[src/rtl/dcache.sv]
// Direct-mapped, write-through, no-write-allocate data cache with one word per line.
// Load hits answer combinationally; misses and stores stall while a valid/ready memory transaction runs.
module dcache #(
  parameter int SETS      = 64,
  parameter int CNT_WIDTH = 16
) (
  input  logic                 clk,
  input  logic                 rst,
  input  logic                 req_valid,
  input  logic                 req_we,
  input  logic [31:0]          req_addr,
  input  logic [31:0]          req_wdata,
  input  logic [1:0]           req_width,
  output logic [31:0]          rdata,
  output logic                 stall,
  output logic                 mem_req,
  output logic                 mem_we,
  output logic [31:0]          mem_addr,
  output logic [31:0]          mem_wdata,
  output logic [3:0]           mem_wstrb,
  input  logic                 mem_ready,
  input  logic [31:0]          mem_rdata,
  output logic [CNT_WIDTH-1:0] hit_count,
  output logic [CNT_WIDTH-1:0] miss_count
);

  localparam int IW = $clog2(SETS);
  localparam int TW = 30 - IW;

  typedef enum logic [1:0] {IDLE, FILL, WRITE} state_t;

  state_t                 state_reg;
  logic [SETS-1:0]        valid_reg;
  logic [TW-1:0]          tag_mem [SETS];
  logic [31:0]            data_mem [SETS];

  logic [29:0]            addr_reg;
  logic [31:0]            wdata_reg;
  logic [3:0]             strb_reg;
  logic                   mem_req_reg;
  logic                   mem_we_reg;
  logic [CNT_WIDTH-1:0]   hit_count_reg;
  logic [CNT_WIDTH-1:0]   miss_count_reg;

  logic [1:0]             req_off;
  logic [IW-1:0]          req_index;
  logic [TW-1:0]          req_tag;
  logic                   line_hit;
  logic [3:0]             lane_strb;
  logic [31:0]            lane_data;

  logic [IW-1:0]          reg_index;
  logic [TW-1:0]          reg_tag;
  logic                   write_hit;
  logic [31:0]            old_word;
  logic [31:0]            merged_word;
  logic                   fill_done;
  logic                   write_done;

  assign req_off   = req_addr[1:0];
  assign req_index = req_addr[2+IW-1:2];
  assign req_tag   = req_addr[31:2+IW];
  assign line_hit  = valid_reg[req_index] && (tag_mem[req_index] == req_tag);

  assign reg_index = addr_reg[IW-1:0];
  assign reg_tag   = addr_reg[29:IW];
  assign write_hit = valid_reg[reg_index] && (tag_mem[reg_index] == reg_tag);
  assign old_word  = data_mem[reg_index];

  assign fill_done  = (state_reg == FILL)  && mem_ready;
  assign write_done = (state_reg == WRITE) && mem_ready;

  // Place store data into its byte lanes; a misaligned half ignores off[0].
  always_comb begin
    lane_strb = 4'b1111;
    lane_data = req_wdata;
    case (req_width)
      2'b10: begin
        lane_strb = 4'b0001 << req_off;
        lane_data = {4{req_wdata[7:0]}};
      end
      2'b01: begin
        lane_strb = 4'b0011 << {req_off[1], 1'b0};
        lane_data = {2{req_wdata[15:0]}};
      end
      default: begin
        lane_strb = 4'b1111;
        lane_data = req_wdata;
      end
    endcase
  end

  generate
    for (genvar gi = 0; gi < 4; gi++) begin : g_merge
      assign merged_word[gi*8 +: 8] = strb_reg[gi] ? wdata_reg[gi*8 +: 8] : old_word[gi*8 +: 8];
    end
  endgenerate

  // Line storage is not reset; only the valid bits carry reset state.
  always_ff @(posedge clk) begin
    if (!rst) begin
      if (fill_done) begin
        data_mem[reg_index] <= mem_rdata;
        tag_mem[reg_index]  <= reg_tag;
      end else if (write_done && write_hit) begin
        data_mem[reg_index] <= merged_word;
      end
    end
  end

  always_ff @(posedge clk) begin
    if (rst) begin
      state_reg      <= IDLE;
      valid_reg      <= '0;
      mem_req_reg    <= 1'b0;
      mem_we_reg     <= 1'b0;
      hit_count_reg  <= '0;
      miss_count_reg <= '0;
    end else begin
      case (state_reg)
        IDLE: begin
          if (req_valid) begin
            if (req_we) begin
              state_reg   <= WRITE;
              mem_req_reg <= 1'b1;
              mem_we_reg  <= 1'b1;
              addr_reg    <= req_addr[31:2];
              wdata_reg   <= lane_data;
              strb_reg    <= lane_strb;
            end else if (line_hit) begin
              if (hit_count_reg != '1)
                hit_count_reg <= hit_count_reg + CNT_WIDTH'(1);
            end else begin
              state_reg   <= FILL;
              mem_req_reg <= 1'b1;
              mem_we_reg  <= 1'b0;
              addr_reg    <= req_addr[31:2];
              wdata_reg   <= lane_data;
              strb_reg    <= lane_strb;
              if (miss_count_reg != '1)
                miss_count_reg <= miss_count_reg + CNT_WIDTH'(1);
            end
          end
        end
        FILL: begin
          if (mem_ready) begin
            valid_reg[reg_index] <= 1'b1;
            state_reg            <= IDLE;
            mem_req_reg          <= 1'b0;
          end
        end
        WRITE: begin
          if (mem_ready) begin
            state_reg   <= IDLE;
            mem_req_reg <= 1'b0;
          end
        end
        default: begin
          state_reg   <= IDLE;
          mem_req_reg <= 1'b0;
        end
      endcase
    end
  end

  // A store releases the CPU in its mem_ready cycle; a fill always returns via a hit cycle.
  always_comb begin
    stall = 1'b0;
    case (state_reg)
      IDLE:    stall = req_valid && (req_we || !line_hit);
      FILL:    stall = 1'b1;
      WRITE:   stall = !mem_ready;
      default: stall = 1'b0;
    endcase
  end

  assign rdata      = data_mem[req_index];
  assign mem_req    = mem_req_reg;
  assign mem_we     = mem_we_reg;
  assign mem_addr   = {addr_reg, 2'b00};
  assign mem_wdata  = wdata_reg;
  assign mem_wstrb  = strb_reg;
  assign hit_count  = hit_count_reg;
  assign miss_count = miss_count_reg;

endmodule

[config.mk]
export PLATFORM = sky130hd
export DESIGN_NAME = dcache
export DESIGN_NICKNAME = d
export VERILOG_FILES = /design/src/rtl/dcache.sv
export SDC_FILE = /design/constraint.sdc
export NUM_CORES = 2
export LEC_CHECK = 0
export CORE_MARGIN = 1
export CORE_UTILIZATION = 45
export CTS_BUF_LIST = sky130_fd_sc_hd__clkbuf_2 sky130_fd_sc_hd__clkbuf_4 sky130_fd_sc_hd__clkbuf_8
export DETAILED_ROUTE_END_ITERATION = 6
export GPL_ROUTABILITY_DRIVEN = 0
export PLACE_DENSITY = 0.7
export REMOVE_ABC_BUFFERS = 1
export SLEW_MARGIN = 25
export SYNTH_ARGS = -nofsm -noshare
export SYNTH_HDL_FRONTEND = slang
export SYNTH_SLANG_ARGS = --single-unit
[constraint.sdc]
create_clock -name clk -period 9.2 [get_ports clk]
set_input_delay 2.3 -clock clk [delete_from_list [all_inputs] [get_ports clk]]
set_output_delay 2.3 -clock clk [all_outputs]
set_load 0.02 [all_outputs]
==> qor.txt <==
===========================================================================================
Asr flop ratio synth                                                                     0%
Antenna violations before repair                                                         37
Pins Over Slew Limit                                                                      0
Cts hold-fix bufs                                                                         0
Cell leakage power                                                                  58.7 nW
Final hold slack                                                                     486 ps
Effective utilization at floorplan                                                    45.2%
Register area share after synthesis                                                   70.1%
Prevailing post-synth register cell                                                edfxtp_1
Power density over the cells                                                    195 nW/um^2
Die Width                                                                            597 um
Number of flops mapped to enable cells by yosys                                       3,650
Crit path max-delay cell type                                                        nor2_1
Classification of the worst-slack hold path                                      reg -> reg
Maximum capacitance violations                                                            0
Residual DRC count                                                                       13
Worst Path Class, Setup                                                           in -> out
Top cells by area, synth                                                       edfxtp_1 69%, mux4_2 21%, mux2i_1 1.6%
Synth Area per Inst                                                               21.0 um^2
Nets@finish                                                                           8,776
Die ar.                                                                        357,000 um^2
VDD IR max                                                                           145 uV
Area Overhead vs Synth                                                                15.8%
Unrepaired setup endpoints after global routing                                       false
Data required, critical path                                                        6900 ps
Wire length reported by the detailed router                                      509,000 um
Post-layout instance area                                                      185,000 um^2
Post-synthesis sequential element count                                               3,756
Crit-path cells                                                                buf_16, buf_16, buf_4, nor2_1, nand2_1, a311oi_1, nor4_1, a211oi_1, nand4_1, buf_4, or4_4, nor2_4, o22ai_1, dlygate4sd2_1
Ports placed on the boundary                                                            238
Residual antenna-violating net count after detailed routing                               0
Clock buffers created by TritonCTS                                                      609
Synthesis Warnings                                                                        0
Number of design-rule violations left by the first detailed-router iteration          15.6k
GR Overflow Total                                                                         0
Clock Latency Late Sink                                                             1240 ps
Wirelength per Cell                                                                 36.6 um
Maximum number of pins on one net before global-route repair                            168
Vias after detailed routing                                                           91.5k
Total number of H-tree levels                                                             6
Worst clock skew on the final layout                                                98.3 ps
Post-route clock period utilization                                                    100%
Fillcell total                                                                        26.8k
Hold Violations, Final                                                                    0
Startpoint types                                                               primary input
Data arrival time of the critical path                                              6900 ps
Max FFs per register                                                                  2,048
Final HPWL DP                                                                    310,000 um
Share of the synthesized area in the top cell type                                    68.8%
CTS root buf                                                                       clkbuf_8
Number of vias per cell after detailed routing                                         6.59
Count of port buffers added during placement                                            235
CP max FO                                                                                12
Number of cells in the finished layout apart from fillers                             13.9k
Final Critical Period                                                               9200 ps
Post-synth cell types                                                                    86
Area occupied by registers                                                     112,000 um^2
Max-slew headroom                                                                     17.6%
Worst-margin pin slew                                                               1230 ps
Number of cell rows                                                                     218
Placed Cells incl. Taps                                                               12.8k
Gate Count Post-Synth                                                                 7,598
Maximum clock frequency                                                             109 MHz
Total Power Consumption                                                            0.0361 W
Clk sinks                                                                             3,756
Area of placed instances                                                       172,000 um^2
Wire length of the first global-routing pass                                     702,000 um
Final setup TNS                                                                        0 ps
Cell taking the most area after synthesis                                          edfxtp_1
Total core area                                                                353,000 um^2
Number of optimization iterations in the first detailed-route pass                        7
Delay of the slowest critical-path stage                                             800 ps
Syn Std Cell Area                                                              159,000 um^2
Reg clk slew, reported paths                                                          50 ps
Run status                                                                     finished, violations left
Violations in the final reports                                                         DRC
Final setup violation count                                                               0
Fraction of final layout cells with drive strength greater than 1                     36.7%
Nature of the critical path endpoint                                             output pin
Via count of the first global-routing pass                                            90.1k
Clock tree from TritonCTS                                                             built
Total global-route track usage                                                        28.2%
Total area of multi-input combinational cells                                   45,300 um^2
Worst-case clock buffer depth                                                             4
Chip Height                                                                          597 um
===========================================================================================
[metal layers]
metal	up-vias	track usage (%)	wire [um]
met5	-	0	134
met3	1544	8.74	70600
met4	20	16.1	33800
li1	34700	-	-
met2	7636	42.6	230000
met1	47700	36.3	174000
[final cells by class]
cell class	instances	share of cell area [%]
clock buffer	800	5.36
multi-input combinational	3247	24.5
clock inverter	274	1.06
timing repair buffer	966	5.08
antenna	35	0.0474
sequential	3756	60.5
tap	4730	3.21
inverter	85	0.180
[logic make-up (layout without fill, tap and decap cells)]
| family | after synthesis | in the layout | share of synthesized area [%] |
|---|---|---|---|
| AO/OA/AOI/OAI | 473 | 473 | 2.11 |
| XOR/XNOR | 37 | 37 | 0.203 |
| adder cells (fa/ha/maj) | 8 | 8 | 0.0628 |
| buffers and inverters | 596 | 2125 | 1.88 |
| flip-flops | 3756 | 3756 | 70.1 |
| multiplexers | 1806 | 1806 | 22.9 |
| other | 1 | 37 | 0.00235 |
| AND/OR/NAND/NOR | 921 | 921 | 2.72 |
[critical path, delay by kind of cell]
family | cells | cell delay (ps)
AND/OR/NAND/NOR | 6 | 2310
AO/OA/AOI/OAI | 3 | 990
buffers and inverters | 5 | 1210
[repair_timing]
| item | in CTS | in global routing |
|---|---|---|
| cloned | 1 | 1 |
| hold endpoints to repair | 0 | 0 |
| buffers inserted | 1 | 5 |
| endpoints found under the setup margin | 1 | 1 |
| gates resized for setup | 8 | 9 |
| pin swaps | 2 | 1 |
[path summary, 6_finish.rpt]
kind | startpoint | end | slack, ps | depth (start not counted)
worst min register to register | valid_reg[41]$_SDFFE_PP0P_ | valid_reg[41]$_SDFFE_PP0P_ | 490 | 2
worst max register to register | register | data_mem[12][28]$_DFFE_PP_ | 2530 | 15
worst min-delay path | valid_reg[41]$_SDFFE_PP0P_ | valid_reg[41]$_SDFFE_PP0P_ | 490 | 2
worst max-delay path | req_addr[2] | stall | 3 | 14
[cell usage after synthesis, types with 5 or more instances]
| master | n |
|---|---|
| mux4_2 | 1470 |
| o22ai_1 | 92 |
| o21ai_0 | 40 |
| or4_1 | 15 |
| nand3_1 | 68 |
| o31ai_1 | 16 |
| o211ai_1 | 14 |
| nor2_1 | 388 |
| or3_1 | 15 |
| a32o_1 | 6 |
| nand2_1 | 196 |
| nand2b_1 | 24 |
| nand3b_1 | 9 |
| xor2_1 | 10 |
| and3_1 | 26 |
| a32oi_1 | 7 |
| nand4_1 | 24 |
| a21oi_1 | 50 |
| buf_2 | 97 |
| buf_1 | 78 |
| nor4b_1 | 5 |
| ha_1 | 8 |
| a211oi_1 | 17 |
| edfxtp_1 | 3650 |
| a221oi_1 | 12 |
| and3b_1 | 5 |
| clkbuf_1 | 227 |
| mux2i_1 | 251 |
| a22oi_1 | 107 |
| a31oi_1 | 15 |
| nor3b_1 | 15 |
| o221ai_1 | 8 |
| o32ai_1 | 5 |
| dfxtp_1 | 106 |
| or2_2 | 8 |
| and2_1 | 18 |
| nor3_1 | 28 |
| a22o_1 | 30 |
| xnor2_1 | 27 |
| mux2_2 | 83 |
| nor2b_1 | 51 |
| buf_4 | 43 |
| inv_1 | 81 |
| nor4_1 | 9 |
| buf_6 | 63 |
[cell usage in the layout, fill, tap and decap left out, types with 22 or more instances in the layout]
cell,Yosys,routed
nor2b_1,51,47
mux2_2,83,83
buf_4,43,617
clkinv_1,1,145
buf_12,0,98
nor2_4,0,65
and3_1,26,26
nand2b_1,24,24
nand2_1,196,188
clkinv_2,0,53
edfxtp_1,3650,3650
o21ai_0,40,39
diode_2,0,35
clkbuf_4,0,177
a21oi_1,50,50
nor3_1,28,27
dfxtp_1,106,100
o22ai_1,92,92
mux4_2,1470,1470
a22oi_1,107,107
clkbuf_8,0,624
xnor2_1,27,27
nor2_1,388,320
inv_1,81,78
nand4_1,24,24
clkinvlp_4,0,22
clkdlybuf4s50_1,0,227
a22o_1,30,30
nand3_1,68,68
mux2i_1,251,251
[where the power goes]
part	switching (W)	internal (W)
registers	0.0000426	0.0188
logic	0.00165	0.00120
clock network	0.00686	0.00756
total	0.00855	0.0275
[through the flow]
step	worst slack, ps	util, %
3_5_place_dp	-334	48.9
6_report	3.19	52.4
5_1_grt	25.9	52.3
4_1_cts	48.2	52.3
3_3_place_gp	-356	48.8
2_1_floorplan	-10980	-
Note: power is estimated with default switching activity, not from simulation.
